### config.mk
export PLATFORM = sky130hd
export DESIGN_NAME = quad_decoder_counter
export DESIGN_NICKNAME = d
export VERILOG_FILES = /design/src/rtl/quad_decoder_counter.sv
export SDC_FILE = /design/constraint.sdc
export NUM_CORES = 1
export LEC_CHECK = 0
export BUFFER_PORTS_ARGS = -buffer_cell sky130_fd_sc_hd__buf_2
export CAP_MARGIN = 25
export CORE_ASPECT_RATIO = 1.25
export CORE_UTILIZATION = 54
export DETAILED_ROUTE_END_ITERATION = 8
export GPL_ROUTABILITY_DRIVEN = 0
export GPL_TIMING_DRIVEN = 0
export PLACE_DENSITY = 0.76
export SYNTH_ARGS = -nofsm -noshare
export SYNTH_HDL_FRONTEND = slang
export SYNTH_SLANG_ARGS = --single-unit
### constraint.sdc
create_clock -name i_clk -period 3.3 [get_ports i_clk]
set_input_delay 0.66 -clock i_clk [delete_from_list [all_inputs] [get_ports i_clk]]
set_output_delay 0.66 -clock i_clk [all_outputs]
set_load 0.03 [all_outputs]
### src/rtl/quad_decoder_counter.sv
// x4 quadrature decoder: synchronize, glitch-filter, decode Gray steps into a wrapping up/down count.
// Latency SYNC_STAGES+FILTER_LEN edges from pin sample to count/pulse; no backpressure, pulses are unconditional.
module quad_decoder_counter #(
    parameter int WIDTH       = 8,
    parameter int SYNC_STAGES = 2,
    parameter int FILTER_LEN  = 3
) (
    input  logic             i_clk,
    input  logic             i_reset,
    input  logic             i_enable,
    input  logic             i_clear,
    input  logic             i_load,
    input  logic [WIDTH-1:0] i_load_value,
    input  logic             i_quad_a,
    input  logic             i_quad_b,
    output logic [WIDTH-1:0] o_count,
    output logic             o_dir,
    output logic             o_step_up,
    output logic             o_step_dn,
    output logic             o_err,
    output logic             o_err_sticky
);

    localparam int              RUN_W   = $clog2(FILTER_LEN + 1);
    localparam logic [RUN_W-1:0] RUN_MAX = RUN_W'(FILTER_LEN);

    logic [SYNC_STAGES-1:0] r_sync_a;
    logic [SYNC_STAGES-1:0] r_sync_b;
    logic [SYNC_STAGES-1:0] r_sync_vld;
    logic [1:0]             r_cand;
    logic [RUN_W-1:0]       r_run;
    logic [1:0]             r_f;
    logic [1:0]             r_f_d;
    logic                   r_primed;
    logic                   r_f_chg;
    logic [WIDTH-1:0]       r_count;
    logic                   r_dir;
    logic                   r_step_up;
    logic                   r_step_dn;
    logic                   r_err;
    logic                   r_err_sticky;

    logic [1:0]       w_sync;
    logic             w_sync_vld;
    logic             w_fresh;
    logic [RUN_W-1:0] w_run_nxt;
    logic             w_accept;
    logic [1:0]       w_delta;
    logic             w_up;
    logic             w_dn;
    logic             w_bad;

    // Position of a pin state along the up sequence 00->10->11->01.
    function automatic logic [1:0] gray_pos(input logic [1:0] s);
        case (s)
            2'b00:   gray_pos = 2'd0;
            2'b10:   gray_pos = 2'd1;
            2'b11:   gray_pos = 2'd2;
            default: gray_pos = 2'd3;
        endcase
    endfunction

    // Stale reset contents of the synchronizer must never count as a pin sample.
    assign w_sync     = {r_sync_a[SYNC_STAGES-1], r_sync_b[SYNC_STAGES-1]};
    assign w_sync_vld = r_sync_vld[SYNC_STAGES-1];
    assign w_fresh    = (w_sync != r_cand) || (r_run == '0);
    assign w_run_nxt  = w_fresh ? RUN_W'(1) : ((r_run == RUN_MAX) ? RUN_MAX : r_run + 1'b1);
    assign w_accept   = w_sync_vld && (w_run_nxt == RUN_MAX) && (!r_primed || (w_sync != r_f));

    assign w_delta = gray_pos(r_f) - gray_pos(r_f_d);
    assign w_up    = r_f_chg && (w_delta == 2'd1);
    assign w_dn    = r_f_chg && (w_delta == 2'd3);
    assign w_bad   = r_f_chg && (w_delta == 2'd2);

    always_ff @(posedge i_clk) begin
        if (i_reset) begin
            r_sync_a     <= '0;
            r_sync_b     <= '0;
            r_sync_vld   <= '0;
            r_cand       <= 2'b00;
            r_run        <= '0;
            r_f          <= 2'b00;
            r_f_d        <= 2'b00;
            r_primed     <= 1'b0;
            r_f_chg      <= 1'b0;
            r_count      <= '0;
            r_dir        <= 1'b1;
            r_step_up    <= 1'b0;
            r_step_dn    <= 1'b0;
            r_err        <= 1'b0;
            r_err_sticky <= 1'b0;
        end else begin
            r_sync_a   <= {r_sync_a[SYNC_STAGES-2:0], i_quad_a};
            r_sync_b   <= {r_sync_b[SYNC_STAGES-2:0], i_quad_b};
            r_sync_vld <= {r_sync_vld[SYNC_STAGES-2:0], 1'b1};

            if (w_sync_vld) begin
                r_cand <= w_sync;
                r_run  <= w_run_nxt;
            end

            // The priming acceptance only seeds F; it never produces a decode.
            r_f_chg <= 1'b0;
            if (w_accept) begin
                r_f      <= w_sync;
                r_f_d    <= r_f;
                r_primed <= 1'b1;
                r_f_chg  <= r_primed;
            end

            r_step_up <= w_up;
            r_step_dn <= w_dn;
            r_err     <= w_bad;

            if (w_up) begin
                r_dir <= 1'b1;
            end else if (w_dn) begin
                r_dir <= 1'b0;
            end

            if (w_bad) begin
                r_err_sticky <= 1'b1;
            end else if (i_clear) begin
                r_err_sticky <= 1'b0;
            end

            if (i_clear) begin
                r_count <= '0;
            end else if (i_load) begin
                r_count <= i_load_value;
            end else if (i_enable && w_up) begin
                r_count <= r_count + 1'b1;
            end else if (i_enable && w_dn) begin
                r_count <= r_count - 1'b1;
            end
        end
    end

    assign o_count      = r_count;
    assign o_dir        = r_dir;
    assign o_step_up    = r_step_up;
    assign o_step_dn    = r_step_dn;
    assign o_err        = r_err;
    assign o_err_sticky = r_err_sticky;

endmodule

-- Yosys cells after proc, flatten, opt, wreduce, memory -nomap -nowiden
Index checks and enable logic that the tools add are counted.
- register bits after elaboration: 29
- output and inout port bits: 13
- logic and storage cells: 60
- $add $sub $neg: 4
- equality and inequality tests: 11
- mux-type cells: 10
- bitwise logic cells: 1
- reductions and logical operators: 18
- operators by type and width (kind ; count):
    $mux 8 ; 3
    $eq 2x2->1 const B ; 8
    $pmux 2 s3 ; 2
    $add 8x1->8 const B ; 1
    $sub 8x1->8 const B ; 1
    $logic_and 1x1->1 ; 7
    $logic_not 2->1 ; 3
    $reduce_or 2->1 ; 3
    $mux 2 ; 2
    $ne 2x2->1 ; 2
    $mux 1 ; 3
    $reduce_bool 3->1 ; 1
    $add 2x1->2 const B ; 1
    $eq 2x1->1 const B ; 1
    $logic_or 1x1->1 ; 2
    $reduce_bool 2->1 ; 1
    $sub 2x2->2 ; 1
    $logic_not 1->1 ; 1
    $not 1->1 ; 1

-- Depth between registers and ports, before layout
- depth in word-level cells: 9
- gate-level depth with buffers: 14
- gate-level depth less buffers: 14

-- Worst setup path before layout
Ideal clock, no wire load.
- kind: reg-to-reg
- start point: reg r_f[1]
- end point: reg r_count[7], in the netlist o_count[7]
- library setup time: 0.116 ns
- arrival time: 2.820 ns
- required time: 3.184 ns
- slack: 0.364 ns
- stages on the path, launching flop included: 14
- buffers on the path: 0
- cells stage by stage: dfxtp_1 > inv_1 > ha_1 > ha_1 > nand2b_1 > nor2_1 > nand2_2 > ha_1 > a211oi_1 > o21ai_1 > o31ai_2 > xnor2_1 > a32o_1 > a41o_1
- word-level cells in the longest chain between the ends: 8
- RTL lines (item ; line ; source):
    start, declared ; 32 ; logic [1:0] r_f;
    start signal, assigned ; 105 ; r_f <= w_sync;
    $eq 2x2->1 / $logic_not 2->1 (equally long branches) ; 55 ; case (s)
    $pmux 2 s3 * ; 55 ;
    $sub 2x2->2 * ; 70 ; assign w_delta = gray_pos(r_f) - gray_pos(r_f_d);
    $eq 2x1->1 ; 71 ; assign w_up = r_f_chg && (w_delta == 2'd1);
    $logic_and 1x1->1 ; 71 ;
    $logic_and 1x1->1 ; 131 ; end else if (i_enable && w_up) begin
    $mux 8 ; 131 ;
    $mux 8 ; 129 ; end else if (i_load) begin
    end signal, assigned ; 130 ; r_count <= i_load_value;
    end signal, assigned ; 132 ; r_count <= r_count + 1'b1;
    end signal, assigned ; 134 ; r_count <= r_count - 1'b1;
    end, declared ; 36 ; logic [WIDTH-1:0] r_count;
Mark *: on every way between the ends. The rest lies on a longest branch, timed or not.
A chain may end at the register's enable or synchronous reset.

-- Worst setup path after layout
Ends and elaborated chain as after synthesis.

==> out/metrics.yaml <==
cts_tree: "built"
final_cell_mix: "buf_2, dfxtp_1, nor2_1"
areaGrowthSynthToFinish_pct: 18.6
final_util_pct: 69.5
grt-busiest-layer: "met2"
r2r_start: "r_f[1]"
synth_compound_area_share_pct: 14.4
io_pins: 28
ant_nets: 0
start_kind: "flip-flop"
synth_ff_type: "dfxtp_1"
crit_arrival_ns: 3.36
grt.met3_usage_pct: 6.11
power_density_nw_per_um2: 384
fillerInstances: 189
grt_start_max_net_pins: 11
clock_latency_ns: 0.33
portBuffers: 27
hold_viol: 0
fin_tns_setup_ns: 0
dp_hpwl_um: 2220
layout_min_cycle_time_ns: 3.13
grt_pass1_vias: 1205
cp_max_fo: 8
ys_ff_latch: 29
ctsHoldBuffers: 0
hold_depth: 1
synthesis.area_um2: 1450
maxSlewHeadroom_pct: 70.2
drive_gt1_share_pct: 25.4
crit_path_max_incr_delay_ns: 0.39
die_x_um: 48.4
via_per_inst: 5.23
cts_root_buf: "clkbuf_4"
die_h_um: 60.0
n_antenna_cell: 0
initial_core_util_pct: 58.6
die_area_um2: 2900
drt_iter0_drc: 27
drcViolationCount: 0
holdCritPathClass: "flip-flop to flip-flop"
clockBufferDepth: 2
cp_slowest_cell: "dfxtp_2"
crit_type: "flip-flop to flip-flop"
core_um2: 2480
wl_um: 3010
outcome: "finished clean"
multi_input_area_um2: 838
globalRouteMet2Util_pct: 44.7
synth_top_family_by_area: "simple AND/OR/NAND/NOR gates"
crit_family: "compound AO/OA/AOI/OAI gates"
gr-total-overflow: 0
reg2reg_setup_slack_ns: 0.17
wl_per_cell_um: 13.1
crit_buf_inv: 1
fmaxAchievable_mhz: 320
yosysWarnings: 0
hold_end: "r_sync_a[1]"
critical_path.cell_chain: "inv_1 > ha_1 > ha_1 > nand2b_2 > nor2_2 > nand2_4 > ha_1 > o211ai_1 > o21ai_1 > o31ai_2 > xnor2_1 > a32o_1 > a41o_1"
synth_edf_count: 0
synth_nets: 187
row_count: 20
synth_xor_area_share_pct: 9.40
ys_types: 34
gr-usage-met1_pct: 26.9
ir_worst_vdd_uv: 291
synthAdderAreaFrac_pct: 11.7
reg2regPathDepth: 13
rsz0062_at_grt: "no"
syn_inst: 159
slew_viol_final: 0
synth-seq-area-share_pct: 40.0
min_from: "r_sync_a[0]"
leakage_nw: 0.800
grt_pass1_wl_um: 5420
synthMuxAreaShare_pct: 4.14
cp_data_required_time_ns: 3.53
synthSimpleGateAreaFrac_pct: 17.1
vias: 1203
crit_top_cell: "ha_1"
worst_pin_slew_ns: 0.446
fin_crit_sh_pct: 94.8
clock_skew_ns: 0.00666
cp.depth: 13
drt_first_pass_iters: 4
fin_hold_ws_ns: 0.450
cts_made_buffers: 5
drv_cap: 0
setup-violations-final: 0
regArea_um2: 582
r2r-end: "o_count[7]"
clock-sinks: 29
grt_use_total_pct: 25.0
htree_num_levels: 2
synthArstFlopShare_pct: 0
avgSynthCellArea_um2: 9.13
path_clk_slew_ns: 0.10
endpoint_kind: "flip-flop"
nets: 224
antenna_found_initial: 0
stage by stage:
stage | power (mW) | setup slack [ns] | instances | cell area [µm²]
after floorplan | 0.430 | 0.364 | 159 | 1450
after global placement | 0.450 | 0.135 | 219 | 1630
after detailed placement | 0.454 | 0.0561 | 219 | 1630
after CTS | 0.665 | 0.0210 | 227 | 1680
after global routing | 0.692 | 0.00474 | 230 | 1720
final | 0.661 | 0.173 | 230 | 1720
layout make-up:
type / instances / share of cell area [%]
flip-flops and latches: 29 / 33.8
plain buffers: 6 / 1.45
inverters: 6 / 1.31
well taps: 33 / 2.40
clock buffers: 5 / 2.18
multi-input cells: 118 / 48.7
clock inverters: 3 / 1.02
repair buffers: 30 / 9.16
cells in the mapped netlist (all sizes together) (4+ instances only):
cell	n	share of area (%)
a211oi	4	2.1
o21ai	5	1.7
inv	6	1.6
ha	12	10
nand2	12	3.3
dfxtp	29	40
mux2i	6	4.1
nor2b	6	2.6
xnor2	9	5.4
a21oi	14	4.8
nor2	21	5.9
clkbuf	5	1.4
nor3	4	1.4
xor2	4	2.4
report_power, final:
group | leakage [nW] | switching [mW] | internal, mW
logic | 0.532 | 0.0463 | 0.0356
registers | 0.237 | 0.00724 | 0.359
clock network | 0.0310 | 0.133 | 0.0801
total | 0.800 | 0.186 | 0.475
logic make-up after synthesis:
logic type | after synthesis
flip-flops | 29
AND/OR/NAND/NOR | 52
XOR/XNOR | 14
buffers and inverters | 12
multiplexers | 6
adder cells (fa/ha/maj) | 13
AO/OA/AOI/OAI | 33
registers in the layout, summed over array words and instances, names as in the netlist:
register / flops
o_count: 8
o_dir: 1
o_err: 1
o_err_sticky: 1
o_step_dn: 1
o_step_up: 1
r_cand: 2
r_f: 2
r_f_chg: 1
r_f_d: 2
r_primed: 1
r_run: 2
r_sync_a: 2
r_sync_b: 2
r_sync_vld: 2
layer usage:
layer | routed length [µm] | vias to the layer above | share of wire (%)
met2 | 1540 | 35 | 51
met3 | 101 | 10 | 3.4
met1 | 1280 | 541 | 42
met4 | 100 | 0 | 3.3
met5 | 0 | - | 0
li1 | - | 617 | -
worst max-delay path by stage:
stage	endpoint	slack (ns)	from
detailed placement	o_count[7]	0.06	r_f[1]
CTS	o_count[7]	0.02	r_f[1]
global placement	o_count[7]	0.13	r_f[1]
floorplan	o_count[7]	0.36	r_f[1]
finish	o_count[7]	0.17	r_f[1]
global route	o_count[7]	0.005	r_f_d[1]
timing repair:
item                       4_1_cts  5_1_grt
hold endpoints to repair         0        0
setup endpoints to repair        0        2
gates resized for setup          0        6
buffers inserted                 0        3
Power figures use the tool's default switching activity.
